File: src/rtl/regfile_pkg.sv
// Shared definitions for the parametrised register file: sequencer state
// encoding and default geometry.
package regfile_pkg;

  localparam int DEF_DATA_W = 16;
  localparam int DEF_ADDR_W = 4;

  typedef enum logic [1:0] {
    CLEAR = 2'd0,
    IDLE  = 2'd1,
    DUMP  = 2'd2
  } state_t;

endpackage

File: src/rtl/regfile_seq.sv
// Sequencer for regfile_param: CLEAR/IDLE/DUMP FSM sharing one index counter.
// Emits the clear write strobe and the next-cycle dump load/index.
module regfile_seq
  import regfile_pkg::*;
#(
  parameter int ADDR_W = DEF_ADDR_W
) (
  input  logic              clk,
  input  logic              reset,
  input  logic              dumpReq,
  output logic              busy,
  output logic              clearWe,
  output logic [ADDR_W-1:0] clearAddr,
  output logic              dumpLoad,
  output logic [ADDR_W-1:0] dumpIdx
);

  localparam int NREGS = 2 ** ADDR_W;
  localparam int IDX_W = ADDR_W + 1;
  localparam logic [IDX_W-1:0] LAST_IDX = IDX_W'(NREGS - 1);

  state_t           state, nextState;
  logic [IDX_W-1:0] idx, nextIdx;

  always_ff @(posedge clk) begin
    if (reset) begin
      state <= CLEAR;
      idx   <= '0;
    end else begin
      state <= nextState;
      idx   <= nextIdx;
    end
  end

  always_comb begin
    nextState = state;
    nextIdx   = idx;
    busy      = 1'b0;
    clearWe   = 1'b0;
    case (state)
      CLEAR: begin
        busy    = 1'b1;
        clearWe = 1'b1;
        if (idx == LAST_IDX) begin
          nextState = IDLE;
          nextIdx   = '0;
        end else begin
          nextIdx = idx + IDX_W'(1);
        end
      end
      IDLE: begin
        if (dumpReq) begin
          nextState = DUMP;
          nextIdx   = '0;
        end
      end
      DUMP: begin
        // Requests arriving mid-scan are ignored; the scan always runs to the end.
        if (idx == LAST_IDX) begin
          nextState = IDLE;
          nextIdx   = '0;
        end else begin
          nextIdx = idx + IDX_W'(1);
        end
      end
      default: begin
        nextState = CLEAR;
        nextIdx   = '0;
      end
    endcase
  end

  assign clearAddr = idx[ADDR_W-1:0];

  // The dump output registers load from the upcoming index so the first beat
  // is visible the cycle right after the request is sampled.
  assign dumpLoad = !reset && (nextState == DUMP);
  assign dumpIdx  = nextIdx[ADDR_W-1:0];

endmodule

File: src/rtl/regfile_param.sv
// Parametrised register file: two combinational read ports, one write port,
// post-reset hardware clear and sequential dump channel.
// Optional same-cycle write-to-read forwarding under REGFILE_WRITE_BYPASS_EN.
module regfile_param
  import regfile_pkg::*;
#(
  parameter int DATA_W   = DEF_DATA_W,
  parameter int ADDR_W   = DEF_ADDR_W,
  parameter int ZERO_REG = 1
) (
  input  logic              clk,
  input  logic              reset,
  input  logic [ADDR_W-1:0] rs_addr,
  input  logic [ADDR_W-1:0] rt_addr,
  input  logic [ADDR_W-1:0] rw_addr,
  input  logic [DATA_W-1:0] w_data,
  input  logic              w_en,
  input  logic              dump_req,
  output logic [DATA_W-1:0] rs,
  output logic [DATA_W-1:0] rt,
  output logic              busy,
  output logic              dump_valid,
  output logic [ADDR_W-1:0] dump_addr,
  output logic [DATA_W-1:0] dump_data
);

  localparam int NREGS  = 2 ** ADDR_W;
  localparam bit ZeroEn = (ZERO_REG != 0);

  logic [NREGS-1:0][DATA_W-1:0] mem;

  logic              clearWe;
  logic [ADDR_W-1:0] clearAddr;
  logic              dumpLoad;
  logic [ADDR_W-1:0] dumpIdx;
  logic              wrOk;

  regfile_seq #(.ADDR_W(ADDR_W)) uSeq (
    .clk       (clk),
    .reset     (reset),
    .dumpReq   (dump_req),
    .busy      (busy),
    .clearWe   (clearWe),
    .clearAddr (clearAddr),
    .dumpLoad  (dumpLoad),
    .dumpIdx   (dumpIdx)
  );

  assign wrOk = w_en && !busy && !(ZeroEn && (rw_addr == '0));

  // Storage is only ever zeroed by the clear sweep, never by reset directly.
  always_ff @(posedge clk) begin
    if (!reset) begin
      if (clearWe)
        mem[clearAddr] <= '0;
      else if (wrOk)
        mem[rw_addr] <= w_data;
    end
  end

  // Sampling mem at the same edge as a write yields the pre-write value.
  always_ff @(posedge clk) begin
    if (reset) begin
      dump_valid <= 1'b0;
      dump_addr  <= '0;
      dump_data  <= '0;
    end else begin
      dump_valid <= dumpLoad;
      dump_addr  <= dumpLoad ? dumpIdx : '0;
      dump_data  <= dumpLoad ? mem[dumpIdx] : '0;
    end
  end

  always_comb begin
    rs = mem[rs_addr];
    rt = mem[rt_addr];
    if (ZeroEn && (rs_addr == '0)) rs = '0;
    if (ZeroEn && (rt_addr == '0)) rt = '0;
`ifdef REGFILE_WRITE_BYPASS_EN
    if (wrOk && (rw_addr == rs_addr)) rs = w_data;
    if (wrOk && (rw_addr == rt_addr)) rt = w_data;
`endif
    if (busy) begin
      rs = '0;
      rt = '0;
    end
  end

endmodule

File: config.mk
export PLATFORM = sky130hd
export DESIGN_NAME = regfile_param
export DESIGN_NICKNAME = d
export VERILOG_FILES = /design/src/rtl/regfile_pkg.sv /design/src/rtl/regfile_seq.sv /design/src/rtl/regfile_param.sv
export SDC_FILE = /design/constraint.sdc
export NUM_CORES = 1
export LEC_CHECK = 0
export BUFFER_PORTS_ARGS = -buffer_cell sky130_fd_sc_hd__buf_4
export CAP_MARGIN = 0
export CORE_ASPECT_RATIO = 1.75
export CORE_MARGIN = 3
export CORE_UTILIZATION = 50
export DETAILED_ROUTE_END_ITERATION = 6
export PLACE_DENSITY = 0.67
export SYNTH_ARGS = -nofsm -noshare
export SYNTH_HDL_FRONTEND = slang
export SYNTH_SLANG_ARGS = --single-unit
export TNS_END_PERCENT = 30
File: constraint.sdc
create_clock -name clk -period 7.8 [get_ports clk]
set_input_delay 0.78 -clock clk [delete_from_list [all_inputs] [get_ports clk]]
set_output_delay 0.78 -clock clk [all_outputs]
set_load 0.01 [all_outputs]
==> metrics.txt <==
number of diodes=0; gr ovfl total=0; CP Buf/Inv Count=3; slowest stage delay, CP=0.65 ns; H-tree Lvls=1; Synth Area per Inst=12.7 um^2; Setup Total Neg Slack=0 ns; Setup WS pre-CTS=3.43 ns; Wirelength per Cell=34.0 um; Die ar.=38100 um^2; Crit path depth=6; Ys Warns=0; CP startpoint kind=primary input; post-synthesis cell count=1404; Rel. slew slack=0.105; ANT nets after route=0; NumNets Final=1464; Pre-Repair DR Iteration Count=6; first-pass GRT wire length=95.7 mm; XOR/XNOR share of the synthesized area=0.00147; synth unique cells=59; clock transition at the registers of the reported paths=0.06 ns; Worst Hold Class=reg -> reg; post-placement cell area=19000 um^2; gpl congestion=0.925; Worst Tran Pin Value=1.34 ns; Leak=0.00722 uW; final worst-path cycle share=0.558; PD cells=202 nW/um^2; WHS Path Cells=1; post_cts resized=0; number of global-route vias before repair=14400; largest family of logic cells by synthesized area=compound AO/OA/AOI/OAI gates; largest net degree at the start of global routing=88; CP cell instances=buf_4 -> buf_4 -> mux4_2 -> mux4_2 -> nor2b_1 -> buf_4; worst vdd ir=172 uV; routed vias=14800; Fillers=2926; final instance area=19900 um^2; Synth Cell Area=17900 um^2; die width=149 um; number of max-cap violations=0; Switching Share=0.283; Logic pwr share=0.177; root buf cell=clkbuf_16; prevailing post-synth register cell=edfxtp_1; syn nets=1440; initial core utilization=0.506; drt total wl=65.0 mm; share of cells above drive strength 1=0.266; f_max=0.230 GHz; R2R Setup Slk=3.65 ns; net switching power=1140 uW; cts bufs inserted=28; slowest CP cell=buf_4; origin of the worst min-delay path=uSeq.idx[4]; Crit path top cell by count=buf_4; family with the most delay on the worst path=buffers and inverters; Vias/cell=7.71; Clock Path Buffers=3; Die Y=256 um; FP Rows=91; Final Critical Period=4.35 ns; Multi-input gate area=9020 um^2; Synth Area in Compound Gates=0.213; Hold Path Sink=uSeq.idx[4]; clock sinks=284; Final setup viols=0; WP data required=7.02 ns; Hold Violations, Final=0; Post-synth EDFFs=256; Flop pwr share=0.473; Worst setup EP type=output port; CTS tree=built; Core Box Area=35300 um^2; setup ws final=3.45 ns; RR Startpoint=uSeq.idx[1]; final HPWL from detailed placement=42.4 mm; Critical Path Fanout Max=40; Setup CP Type=in -> out; asr flop ratio synth=0; clk_lat worst skew=0.58 ns; unrepaired setup endpoints after global routing=no; Setup Fix Bufs, Post-CTS=0; Clock Power Share=0.350; Max Slew Vio Count=0; Seq cells post-synth=284; final hold slack=0.492 ns; port bufs=85; crit path DAT=3.57 ns; post-cts hold buffer count=0; FF-to-FF path depth=7; # IOs=86; Overall Global Routing Usage=0.337; Int Power=2880 uW; # DRC=0; Starting DRT DRC Count=2584; Syn-to-layout area delta=11.4%; initial antenna violation count=0; sequential cell area=8250 um^2; adder-cell share of the synthesized area=0.00280; Seq/Total Area, Yosys=0.462; outcome=finished, final reports clean; final worst clock skew=0.0202 ns; mux share of post-synthesis cell area=0.202; Post-Synth Simple-Gate Area=0.0788; r2r endpoint=dump_data[13]
[worst max path at each step]
stage | start | endpoint
floorplan | rs_addr[0] | rs[10]
global placement | rs_addr[0] | rs[13]
detailed placement | rs_addr[0] | rs[13]
CTS | rs_addr[0] | rs[13]
global route | rs_addr[0] | rs[13]
finish | rs_addr[0] | rs[13]
[cells in the final DEF, fill, tap and decap left out, drive strengths merged, types with 28 or more instances in the layout]
master / synthesis / layout
o22ai: 47 / 47
o21ai: 95 / 95
nor2b: 36 / 36
mux4: 160 / 160
buf: 60 / 144
nor2: 56 / 56
a21oi: 48 / 48
edfxtp: 256 / 256
nand2: 119 / 119
a22o: 194 / 194
dfxtp: 28 / 28
clkbuf: 90 / 32
[sequential cells by signal, indices dropped and copies added (netlist names)]
name and count:
dump_addr 4, uSeq.idx 5, uSeq.state 2, dump_valid 1
dump_data 16, mem 256
[cell families (layout without fill, tap and decap cells)]
group           after synthesis  in the layout
buf+inv                     158            203
compound gates              509            509
xor+xnor                      3              3
fa+ha+maj                     4              4
simple gates                286            286
flops                       284            284
mux                         160            160
[cell usage after synthesis, types with 4 or more instances]
cell type / count / area, um^2
a22o_1: 194 / 1700
a211oi_1: 16 / 120
or4_4: 5 / 56.3
nor3_1: 23 / 115
o32ai_1: 5 / 43.8
mux4_2: 160 / 3600
a211o_1: 13 / 114
buf_1: 8 / 30.0
o211ai_1: 14 / 105
o31ai_1: 5 / 37.5
o22ai_1: 47 / 294
nand2_1: 118 / 443
and2_1: 18 / 113
o32ai_2: 8 / 130
inv_1: 6 / 22.5
ha_1: 4 / 50.1
o32a_1: 13 / 130
nor2_1: 56 / 210
dfxtp_1: 28 / 561
or4_1: 8 / 60.1
buf_6: 4 / 45.0
buf_4: 10 / 75.1
nor2b_1: 36 / 225
o21ai_0: 94 / 470
clkbuf_1: 90 / 338
nand2b_1: 6 / 37.5
a21oi_1: 48 / 240
edfxtp_1: 256 / 7690
buf_2: 38 / 190
o21a_1: 26 / 195
a31oi_1: 6 / 37.5
[area by class of cell]
cell class              count  share of cell area
clock buffers              32              0.0371
clock inverters            19             0.00938
inverters                   8             0.00151
multi-input cells         962               0.454
flip-flops and latches    284               0.415
well taps                 465              0.0293
repair buffers            144              0.0544
[power groups by stage]
stage | Clock, uW | Combinational (uW) | Sequential [uW]
floorplan | 0 | 508 | 1870
CTS | 1410 | 692 | 1890
detailed placement | 0 | 690 | 1920
global route | 1470 | 742 | 1910
global placement | 0 | 675 | 1920
finish | 1410 | 714 | 1900
[layer usage]
layer  global-route usage  vias to the layer above  part of all wire
met5               0.0132                        -           0.00081
met4                0.209                        2             0.084
met3               0.0689                      336              0.13
met2                0.514                     1471              0.45
met1                0.442                     7098              0.34
li1                     -                     5847                 -
[metrics by stage]
stage / utilization / total power (uW) / std cells
final: 0.563 / 4020 / 1914
after global routing: 0.563 / 4120 / 1914
after CTS: 0.563 / 3990 / 1914
after detailed placement: 0.537 / 2610 / 1863
after global placement: 0.537 / 2600 / 1863
after floorplan: - / 2380 / 1404
[worst reg2reg max path: stages (launching register included)]
cell	delay, ns
dfxtp_1	0.55
ha_1	0.53
xnor2_1	0.20
a32oi_4	0.22
buf_4	0.66
nand2b_1	1.16
o211ai_1	0.23
o32ai_2	0.48
(Power assumes the default switching activity.)
